### src/rtl/inst_fetch_if.sv
// Fetch-side port onto the shared instruction/data SRAM.
// The fetch stage is the master; the SRAM arbiter/memory model is the slave.
interface inst_fetch_if #(
  parameter int PC_WIDTH   = 16,
  parameter int INST_WIDTH = 16
);
  logic                  mem_req;
  logic [PC_WIDTH-1:0]   mem_addr;
  logic                  mem_busy;
  logic                  mem_ready;
  logic [INST_WIDTH-1:0] mem_rdata;

  modport master (
    output mem_req,
    output mem_addr,
    input  mem_busy,
    input  mem_ready,
    input  mem_rdata
  );

  modport slave (
    input  mem_req,
    input  mem_addr,
    output mem_busy,
    output mem_ready,
    output mem_rdata
  );
endinterface

### src/rtl/inst_fetch.sv
// Instruction-fetch stage: owns the PC, fetches over a req/ready handshake and
// presents if_pc/if_inst/if_valid to the if_id register, with one branch delay slot.
module inst_fetch #(
  parameter int                    PC_WIDTH   = 16,
  parameter int                    INST_WIDTH = 16,
  parameter logic [PC_WIDTH-1:0]   RESET_PC   = 16'h0000,
  parameter logic [INST_WIDTH-1:0] NOP_INST   = 16'h0800
) (
  input  logic                  clk,
  input  logic                  rst,
  input  logic                  stall_pc,
  input  logic                  branch_flag,
  input  logic [PC_WIDTH-1:0]   branch_target,
  inst_fetch_if.master          mem,
  output logic [PC_WIDTH-1:0]   if_pc,
  output logic [INST_WIDTH-1:0] if_inst,
  output logic                  if_valid,
  output logic                  fetch_stall_req
);

  localparam logic                STALL_YES = 1'b1;
  localparam logic [PC_WIDTH-1:0] PC_ONE    = 1;

  typedef enum logic [1:0] {
    IDLE  = 2'd0,
    FETCH = 2'd1,
    HOLD  = 2'd2
  } state_t;

  state_t                state_q, state_d;
  logic [PC_WIDTH-1:0]   pc_q, pc_d;
  logic [PC_WIDTH-1:0]   skid_pc_q, skid_pc_d;
  logic [INST_WIDTH-1:0] skid_inst_q, skid_inst_d;
  logic [PC_WIDTH-1:0]   if_pc_q, if_pc_d;
  logic [INST_WIDTH-1:0] if_inst_q, if_inst_d;
  logic                  if_valid_q, if_valid_d;
  logic                  done;

  assign mem.mem_req     = (state_q == FETCH) && !mem.mem_busy;
  assign mem.mem_addr    = pc_q;
  assign done            = mem.mem_req && mem.mem_ready;
  assign fetch_stall_req = (state_q == FETCH) && !done;

  assign if_pc    = if_pc_q;
  assign if_inst  = if_inst_q;
  assign if_valid = if_valid_q;

  always_comb begin
    state_d     = state_q;
    pc_d        = pc_q;
    skid_pc_d   = skid_pc_q;
    skid_inst_d = skid_inst_q;
    if_pc_d     = if_pc_q;
    if_inst_d   = if_inst_q;
    if_valid_d  = if_valid_q;

    // A taken branch drops whatever was in flight but leaves if_pc alone (delay slot).
    if (branch_flag && (stall_pc != STALL_YES)) begin
      pc_d        = branch_target;
      state_d     = FETCH;
      skid_pc_d   = '0;
      skid_inst_d = '0;
      if_valid_d  = 1'b0;
      if_inst_d   = NOP_INST;
    end else if (stall_pc == STALL_YES) begin
      if ((state_q == FETCH) && done) begin
        skid_pc_d   = pc_q;
        skid_inst_d = mem.mem_rdata;
        pc_d        = pc_q + PC_ONE;
        state_d     = HOLD;
      end
    end else begin
      unique case (state_q)
        IDLE: state_d = FETCH;
        FETCH: begin
          if (done) begin
            if_pc_d    = pc_q;
            if_inst_d  = mem.mem_rdata;
            if_valid_d = 1'b1;
            pc_d       = pc_q + PC_ONE;
          end else begin
            if_valid_d = 1'b0;
            if_inst_d  = NOP_INST;
          end
        end
        HOLD: begin
          if_pc_d     = skid_pc_q;
          if_inst_d   = skid_inst_q;
          if_valid_d  = 1'b1;
          skid_pc_d   = '0;
          skid_inst_d = '0;
          state_d     = FETCH;
        end
        default: state_d = IDLE;
      endcase
    end
  end

  always_ff @(posedge clk or negedge rst) begin
    if (!rst) begin
      state_q     <= IDLE;
      pc_q        <= RESET_PC;
      skid_pc_q   <= '0;
      skid_inst_q <= '0;
      if_pc_q     <= '0;
      if_inst_q   <= NOP_INST;
      if_valid_q  <= 1'b0;
    end else begin
      state_q     <= state_d;
      pc_q        <= pc_d;
      skid_pc_q   <= skid_pc_d;
      skid_inst_q <= skid_inst_d;
      if_pc_q     <= if_pc_d;
      if_inst_q   <= if_inst_d;
      if_valid_q  <= if_valid_d;
    end
  end

endmodule

### src/flat_wrapper.sv
// flat-port wrapper written by rule: the top's interface ports become plain ports
module inst_fetch_flat 
#(
  parameter int                    PC_WIDTH   = 16,
  parameter int                    INST_WIDTH = 16,
  parameter logic [PC_WIDTH-1:0]   RESET_PC   = 16'h0000,
  parameter logic [INST_WIDTH-1:0] NOP_INST   = 16'h0800
)
  (clk, rst, stall_pc, branch_flag, branch_target, if_pc, if_inst, if_valid, fetch_stall_req, mem_mem_req, mem_mem_addr, mem_mem_busy, mem_mem_ready, mem_mem_rdata);
  inst_fetch_if #(.PC_WIDTH(PC_WIDTH), .INST_WIDTH(INST_WIDTH)) mem_i ();
  input  logic clk;
  input  logic rst;
  input  logic stall_pc;
  input  logic branch_flag;
  input  logic [PC_WIDTH-1:0] branch_target;
  output logic [PC_WIDTH-1:0] if_pc;
  output logic [INST_WIDTH-1:0] if_inst;
  output logic if_valid;
  output logic fetch_stall_req;
  output wire logic [$bits(mem_i.mem_req)-1:0] mem_mem_req;
  output wire logic [$bits(mem_i.mem_addr)-1:0] mem_mem_addr;
  input wire logic [$bits(mem_i.mem_busy)-1:0] mem_mem_busy;
  input wire logic [$bits(mem_i.mem_ready)-1:0] mem_mem_ready;
  input wire logic [$bits(mem_i.mem_rdata)-1:0] mem_mem_rdata;
  assign mem_mem_req = mem_i.mem_req;
  assign mem_mem_addr = mem_i.mem_addr;
  assign mem_i.mem_busy = mem_mem_busy;
  assign mem_i.mem_ready = mem_mem_ready;
  assign mem_i.mem_rdata = mem_mem_rdata;
  inst_fetch #(.PC_WIDTH(PC_WIDTH), .INST_WIDTH(INST_WIDTH), .RESET_PC(RESET_PC), .NOP_INST(NOP_INST)) u_core (.clk(clk), .rst(rst), .stall_pc(stall_pc), .branch_flag(branch_flag), .branch_target(branch_target), .mem(mem_i), .if_pc(if_pc), .if_inst(if_inst), .if_valid(if_valid), .fetch_stall_req(fetch_stall_req));
endmodule
### config.mk
export PLATFORM = sky130hd
export DESIGN_NAME = inst_fetch_flat
export DESIGN_NICKNAME = d
export VERILOG_FILES = /design/src/rtl/inst_fetch_if.sv /design/src/rtl/inst_fetch.sv /design/src/flat_wrapper.sv
export SDC_FILE = /design/constraint.sdc
export NUM_CORES = 1
export LEC_CHECK = 0
export CORE_AREA = 2 2 91 102
export CTS_CLUSTER_DIAMETER = 50
export CTS_CLUSTER_SIZE = 24
export DETAILED_ROUTE_END_ITERATION = 6
export DIE_AREA = 0 0 93 104
export GPL_TIMING_DRIVEN = 0
export PLACE_DENSITY = 0.83
export SYNTH_ARGS = -nofsm -noshare
export SYNTH_HDL_FRONTEND = slang
export SYNTH_SLANG_ARGS = --single-unit
### constraint.sdc
create_clock -name clk -period 2 [get_ports clk]
set_clock_uncertainty 0.2 [all_clocks]
set_input_delay 0.6 -clock clk [delete_from_list [all_inputs] [get_ports clk]]
set_output_delay 0.6 -clock clk [all_outputs]
set_load 0.02 [all_outputs]
==> flow_metrics.tcl <==
set metrics [dict create \
    die_w_um 93 \
    grt_pass1_wl_um 16100 \
    hold_violations 0 \
    syn-num-nets 413 \
    whs_ps 271 \
    final_layout_size_suffix_gt1_share_pct 20.0 \
    synth_top_area_cell "dfrtp_1" \
    max_freq_ghz 0.433 \
    p_comb_share_pct 26.9 \
    pwr-share-seq_pct 45.4 \
    fin_util_pct 61.2 \
    rows 36 \
    dpl.hpwl_um 6940 \
    worstPathArrival_ps 1510 \
    ant_nets 0 \
    final_common_cell "nand2_1" \
    syn_to_final_growth_pct 39.0 \
    cts_num_sinks 83 \
    cts_root_buf "clkbuf_8" \
    placed_cells 576 \
    ys_async_sr_fraction_pct 100 \
    grt_pass1_vias 3160 \
    cp.required_ps 1200 \
    most-common-layout-cells "nand2_1, dfrtp_1, dlygate4sd2_1" \
    p_int_mw 3.14 \
    worst_slew_pin_slew_ps 452 \
    nNetsFinal 530 \
    wirelength_um 10300 \
    fin_setup_tns_ps -560 \
    setup_violations 3 \
    cts_tree "done" \
    p_clk_share_pct 27.7 \
    synth_area_um2 3810 \
    maxSlewViolCount 0 \
    grt_usage_pct 20.9 \
    fin_crit_sh_pct 115 \
    seq_area_frac_synth_pct 54.6 \
    crit_fanout 2 \
    initial_core_util_pct 44.0 \
    synth_edf_count 0 \
    core-area_um2 8650 \
    synth_cells 374 \
    numCtsBuffers 9 \
    synth.avg_cell_area_um2 10.2 \
    pin_count 89 \
    globalRouteOverflowTotal 0 \
    clock_latency_ps 360 \
    yosysUniqueCellTypes 47 \
    antenna_cells 0 \
    avgRoutedWirePerCell_um 16.9 \
    cp_cell_sequence "nor4bb_4, buf_4, clkbuf_16, nor2_4, buf_6" \
    clk_pin_slew_ps 80 \
    fin_cells 610 \
    cts_htree_levels 3 \
    worst_setup_path_start_kind "flop" \
    cts_buffer_depth 2 \
    ys_ff_latch 83 \
    slowest_stage "dfrtp_2" \
    swShare_pct 32.7 \
    relSlewSlack_pct 69.8 \
    die_height_um 104 \
    portBuffers 87 \
    max_cap_viol_count 0 \
    drtPass1Iterations 5 \
    cp-end-kind "output port" \
    violations "setup timing" \
    vias 3347 \
    gp_congestion 0.838 \
    synth_warnings 0 \
    synth.top_cell.area_share_pct 53.9 \
    path_class "flop to output port" \
    die_area_um2 9670 \
    antenna_found_initial 0 \
    total_power_mw 4.66 \
    hold_path_class "flop to flop" \
    powerDensity_nw_per_um2 882 \
    ys.flop_type "dfrtp_1" \
    status "finished with violations" \
    ir_worst_vdd_mv 0.379 \
    viasPerCell 5.49 \
    drt_iter0_markers 252 \
    ys_top_cells_by_area "dfrtp_1, nand2_1, o21ai_0" \
    p_leak_nw 2.44 \
    grt_start_max_net_pins 53 \
    drcViolationCount 0 \
    p_switching_mw 1.53 \
    grt_setup_unrepaired "yes" \
    cpPeakStageDelay_ps 440 \
    crit_family "flip-flops" \
    setup_ws_ps -308 \
    fin_crit_ps 2310 \
    critPathBufInv 3 \
]
[registers in the layout, summed over array words and instances (netlist names)]
name,cells
u_core.if_inst,16
u_core.if_pc,16
u_core.if_valid,1
u_core.mem.mem_addr,16
u_core.skid_inst_q,16
u_core.skid_pc_q,16
u_core.state_q,2
[synthesized netlist by cell type, types with 3 or more instances]
cell	count
inv_1	6
nor2_1	13
xnor2_1	7
nor3_1	4
nand2b_1	3
buf_4	3
nand2_1	75
o21ai_0	42
mux2i_1	18
a22o_1	19
buf_2	12
nand4_1	4
o21ai_1	3
a31oi_1	4
a21oi_1	4
nand3_1	15
dfrtp_1	82
clkbuf_1	9
a22oi_1	16
[area by class of cell]
cell class / count / area (um2)
repair buffers: 106 / 962
well taps: 114 / 143
fillers: 723 / 3360
clock buffers: 13 / 169
plain buffers: 26 / 176
inverters: 6 / 22.5
clock inverters: 3 / 45.0
multi-input cells: 259 / 1680
flip-flops and latches: 83 / 2090
[cell families (layout without fill, tap and decap cells)]
family | Yosys count | after routing | share of synthesized area (%)
muxes | 18 | 18 | 4.73
DFF | 83 | 83 | 54.6
AOI/OAI and AO/OA | 99 | 99 | 17.4
buffers and inverters | 32 | 154 | 3.88
adders and majority gates | 1 | 1 | 0.329
and+or+nand+nor | 132 | 132 | 17.0
xor gates and xnor gates | 9 | 9 | 2.07
[power groups by stage]
| stage | Sequential (mW) | Clock [mW] | Combinational, mW |
|---|---|---|---|
| after global routing | 2.16 | 1.37 | 1.36 |
| after floorplan | 2.32 | 0 | 0.433 |
| after detailed placement | 2.15 | 0 | 1.26 |
| after global placement | 2.14 | 0 | 1.23 |
| after CTS | 2.11 | 1.30 | 1.17 |
| final | 2.12 | 1.29 | 1.25 |
[worst reg2reg max path: stages (launching register included)]
cell	delay [ps]
dfrtp_2	440
buf_6	130
nand4bb_4	300
nor4_4	370
buf_4	190
a31o_2	150
a31oi_1	80
[routing by layer]
layer / global-route usage, % / vias up / wire length, um
met3: 2.75 / 16 / 554
met2: 33.4 / 133 / 5300
li1: - / 1552 / -
met4: 8.82 / 0 / 218
met1: 28.7 / 1646 / 4220
met5: 0 / - / 0
[worst paths after layout]
check                      slack (ps)                      end         startpoint  depth (start not counted)
setup / recovery                 -310          fetch_stall_req  u_core.state_q[1]                          5
hold / removal                    270          u_core.if_valid    u_core.if_valid                          2
setup reg to reg                    0  u_core.mem.mem_addr[11]  u_core.state_q[1]                          6
hold reg to reg                   270          u_core.if_valid    u_core.if_valid                          2
max in group asynchronous         470  u_core.mem.mem_addr[12]                rst                          3
min in group asynchronous         520   u_core.mem.mem_addr[9]                rst                          2
[timing repair]
action                                  CTS  global route
endpoints found under the setup margin  129            62
endpoints found under the hold margin    30             0
setup buffers                             4            13
gates resized for setup                  91            44
pin swaps                                 4             7
hold buffers                              1             0
[per-stage QoR]
step / setup WS [ps] / area, um2
global placement: -2720 / 4840
global route: -349 / 5290
detailed placement: -1140 / 4860
CTS: -332 / 5110
floorplan: -13.5 / 3820
finish: -308 / 5290
No activity file was read; power rests on OpenSTA's default activity.
